==> src/rtl/dmem_port_arbiter.sv <==
// Round-robin arbiter sharing one data-memory port between the load unit and store-commit unit.
// Optional BUSY watchdog enabled by defining DMEM_ARB_WATCHDOG_EN.
module dmem_port_arbiter #(
    parameter int unsigned TIMEOUT_CYCLES = 64,
    parameter int unsigned TO_W           = $clog2(TIMEOUT_CYCLES + 1)
) (
    input  logic        clk_i,
    input  logic        reset_i,
    input  logic        ld_valid_i,
    input  logic [31:0] ld_addr_i,
    output logic        ld_ready_o,
    output logic        ld_resp_valid_o,
    output logic [31:0] ld_resp_data_o,
    input  logic        st_valid_i,
    input  logic [31:0] st_addr_i,
    input  logic [31:0] st_data_i,
    output logic        st_ready_o,
    output logic        st_done_o,
    output logic        dmem_read_o,
    output logic        dmem_write_o,
    output logic [31:0] dmem_addr_o,
    output logic [31:0] dmem_data_o,
    input  logic [31:0] dmem_rd_data_i,
    input  logic        dmem_done_i,
    output logic        arb_error_o
);

    typedef enum logic {IDLE = 1'b0, BUSY = 1'b1} state_t;

    state_t state, state_n;
    logic   last_st;     // last grant went to st
    logic   owner_st;    // outstanding transaction belongs to st
    logic   grant_st;
    logic   ld_acc, st_acc, done_busy, drop;

    always_comb begin
        grant_st = 1'b0;
        if (ld_valid_i && st_valid_i) grant_st = ~last_st;
        else if (st_valid_i)          grant_st = 1'b1;
    end

    assign ld_acc    = (state == IDLE) && ld_valid_i && !grant_st;
    assign st_acc    = (state == IDLE) && st_valid_i && grant_st;
    assign done_busy = (state == BUSY) && dmem_done_i;

    // Readys are masked during reset so every output reads 0 while reset_i is high.
    assign ld_ready_o = ld_acc && !reset_i;
    assign st_ready_o = st_acc && !reset_i;

`ifdef DMEM_ARB_WATCHDOG_EN
    logic [TO_W-1:0] wd_cnt;
    logic            err_q;

    assign drop        = (state == BUSY) && !dmem_done_i && (wd_cnt == TO_W'(TIMEOUT_CYCLES - 1));
    assign arb_error_o = err_q;

    always_ff @(posedge clk_i or posedge reset_i) begin
        if (reset_i) begin
            wd_cnt <= '0;
            err_q  <= 1'b0;
        end else begin
            if (ld_acc || st_acc)                     wd_cnt <= '0;
            else if ((state == BUSY) && !dmem_done_i) wd_cnt <= wd_cnt + 1'b1;
            if (drop) err_q <= 1'b1;
        end
    end
`else
    logic [TO_W-1:0] wd_unused;
    assign wd_unused   = TO_W'(TIMEOUT_CYCLES);
    assign drop        = 1'b0;
    assign arb_error_o = 1'b0;
`endif

    always_comb begin
        state_n = state;
        case (state)
            IDLE:    if (ld_acc || st_acc)   state_n = BUSY;
            BUSY:    if (done_busy || drop)  state_n = IDLE;
            default: state_n = IDLE;
        endcase
    end

    always_ff @(posedge clk_i or posedge reset_i) begin
        if (reset_i) state <= IDLE;
        else         state <= state_n;
    end

    always_ff @(posedge clk_i or posedge reset_i) begin
        if (reset_i) begin
            dmem_read_o     <= 1'b0;
            dmem_write_o    <= 1'b0;
            dmem_addr_o     <= '0;
            dmem_data_o     <= '0;
            owner_st        <= 1'b0;
            last_st         <= 1'b1;
            ld_resp_valid_o <= 1'b0;
            ld_resp_data_o  <= '0;
            st_done_o       <= 1'b0;
        end else begin
            ld_resp_valid_o <= done_busy && !owner_st;
            st_done_o       <= done_busy && owner_st;
            if (done_busy && !owner_st) ld_resp_data_o <= dmem_rd_data_i;
            if (ld_acc || st_acc) begin
                dmem_read_o  <= ld_acc;
                dmem_write_o <= st_acc;
                dmem_addr_o  <= ld_acc ? ld_addr_i : st_addr_i;
                dmem_data_o  <= st_data_i;
                owner_st     <= st_acc;
                last_st      <= st_acc;
            end else if (done_busy || drop) begin
                dmem_read_o  <= 1'b0;
                dmem_write_o <= 1'b0;
            end
        end
    end

endmodule

==> config.mk <==
export PLATFORM = sky130hd
export DESIGN_NAME = dmem_port_arbiter
export DESIGN_NICKNAME = d
export VERILOG_FILES = /design/src/rtl/dmem_port_arbiter.sv
export SDC_FILE = /design/constraint.sdc
export NUM_CORES = 1
export LEC_CHECK = 0
export ABC_AREA = 1
export CAP_MARGIN = 25
export CORE_MARGIN = 2
export CORE_UTILIZATION = 36
export DETAILED_ROUTE_END_ITERATION = 12
export PLACE_DENSITY_LB_ADDON = 0.08
export SLEW_MARGIN = 30
export SYNTH_ARGS = -nofsm -noshare
export SYNTH_HDL_FRONTEND = slang
export SYNTH_SLANG_ARGS = --single-unit
==> constraint.sdc <==
create_clock -name clk_i -period 3.1 [get_ports clk_i]
set_input_delay 0.62 -clock clk_i [delete_from_list [all_inputs] [get_ports clk_i]]
set_output_delay 0.62 -clock clk_i [all_outputs]
set_load 0.02 [all_outputs]
==> results.ini <==
[yosys]
synthCells=575
synth_edf_count=0
ys_top_cells_by_count=293 x nand2_1, 102 x dfrtp_1, 67 x nand3_1
synthTopCellsByArea=dfrtp_1 57%, nand2_1 24%, nand3_1 7.4%, inv_1 5.5%, buf_2 2.2%
synth_seq_cells=103
yosysMostFrequentCell=nand2_1
yosysTopAreaCellShare_pct=56.54
synth_area_um2=4514
synth.distinct_cells=17
async_reset_ff_share_pct=100.0
ys_warn_count=0
syn_nets=708
synth_top_area_cell=dfrtp_1
syn_avg_cell_area_um2=7.851
yosysSeqAreaShare_pct=57.12
synth_flop_cell=dfrtp_1

[run_status]
status=finished, final reports clean

[floorplanning]
die_y_um=116.0
fp.dieW_um=116.0
start_util_pct=37.27
core_um2=12110
io_pins=236
dieArea_um2=13450
fp-row-count=40

[route]
wl_um=13330
via_count=4337
drtAntennaViolNets=0
first_pass_iters=4
drc=0
detail_route.iter0.violations=224
viasPerCell=4.457
drt-wirelength-per-cell_um=13.70

[power]
totalPowerFinal_mw=6.960
powerDensity_nw_per_um2=956.9
max-vdd-ir-drop_uv=539.7
power.leakage_nw=3.728

[sta]
max_freq_mhz=361.8
relSlewSlack_pct=46.27
grt_setup_unrepaired=false
drv_slew=0
whs_ps=467.1
skew_ps=5.803
setup_viol_count_final=0
period_share_pct=89.15
fin_crit_ps=2764
timing_hold_violations_final=0
worstMarginPinSlew_ps=804.3
setup_tns_ps=0

[cts]
cts_resized=0
cts_root_buffer=clkbuf_16
hold_buffers=0
clkLatencyLatePin_ps=340
cts_max_level=3
post_cts_buffers=0
cts.clk_slew.worst_paths_ps=60
cts_sinks=103
cts_buffers=9
clock_path_buffers=2
cts_tree=built

[global_routing]
grt_pass1_wl_um=20840
grt_max_degree=69
track_usage_pct=20.03
overflow=0
antenna_found_initial=0
grt_pass1_vias=4292

[cells_and_area]
area_growth_pct=61.11
num_antenna_cells=0
drive_above_1_share_pct=4.348
fin_nets=933

[placed_design]
port_buffers=234
gp_congestion=0.8055
dp_hpwl_um=9702

[setup_path]
critPathArrivalTime_ps=2140
cp_max_fo=4
cp_data_required_time_ps=2480
startpoint_type=input pin
crit_path_end_kind=output pin
crit_type=in -> out

[min_path]
hp-class=reg -> reg

[job]
maxCapViolCount=0

==> cell type report <==
cell class,count,area (µm²)
timing repair buffer,243,2435
clock buffer,12,236.5
sequential,103,2579
clock inverter,4,30.03
inverter,71,270.3
multi-input combinational,372,1513
tap,168,210.2
fill,1090,4838
==> registers in the layout (all words and copies together), names as in the netlist <==
register,cells
state,1
ld_resp_data_o,32
dmem_data_o,32
last_st,1
st_done_o,1
owner_st,1
dmem_write_o,1
ld_resp_valid_o,1
dmem_read_o,1
dmem_addr_o,32
==> where the power goes <==
part           internal [mW]  switching [mW]
Clock                  0.548           0.483
Sequential              1.99           0.348
Combinational           1.60            1.99
Total                   4.14            2.82
==> cells by family (layout without fill, tap and decap cells) <==
logic type / after synthesis / after routing / share of synthesized area (%)
flip-flops: 103 / 103 / 57.12
buffers and inverters: 100 / 330 / 9.535
AO/OA/AOI/OAI: 3 / 3 / 0.4156
AND/OR/NAND/NOR: 368 / 368 / 32.84
other: 1 / 1 / 0.08307
==> per-layer routing <==
layer  vias up  global-route usage [%]  routed length, µm
met3        19                   6.224               1084
met2       155                   34.66               6460
li1       2163                       -                  -
met4         0                   7.302                244
met1      2000                   23.49               5538
met5         -                       0                  0
==> worst max-delay path, stage by stage <==
cell             delay [ps]
clkdlybuf4s50_1         490
nand2_1                 140
nand3_1                 150
nor2_1                  120
clkdlybuf4s50_1         620
==> worst paths after layout <==
check / startpoint / end / slack, ps / depth (start not counted)
max: ld_valid_i / st_ready_o / 340 / 5
min: last_st / last_st / 470 / 2
max reg2reg: state / ld_resp_data_o[13] / 1440 / 7
min reg2reg: last_st / last_st / 470 / 2
max in group asynchronous: reset_i / last_st / 1570 / 3
min in group asynchronous: reset_i / dmem_addr_o[2] / 830 / 2
==> through the flow <==
step | instances | utilization, % | cell area (µm²) | setup slack [ps]
final | 973 | 60.05 | 7273 | 336.2
after CTS | 973 | 60.05 | 7273 | 323.7
after global placement | 957 | 57.85 | 7007 | 346.6
after floorplan | 575 | - | 4518 | 1148
after detailed placement | 957 | 57.85 | 7007 | 318.6
after global routing | 973 | 60.05 | 7273 | 256.9
==> placed cells by master (no fill, tap or decap) <==
cell type,instances
dfrtp_1,102
clkinv_4,1
nor2_4,1
buf_12,2
o21ai_4,1
a21oi_1,1
conb_1,1
clkinvlp_4,2
inv_6,1
inv_1,65
clkdlybuf4s50_1,234
nand3_1,67
o21ai_0,1
nand2_1,293
nand2_2,4
clkbuf_1,3
dfstp_2,1
inv_2,5
clkinv_2,1
buf_4,7
clkbuf_16,9
nor2_1,3
(Power assumes the default switching activity.)
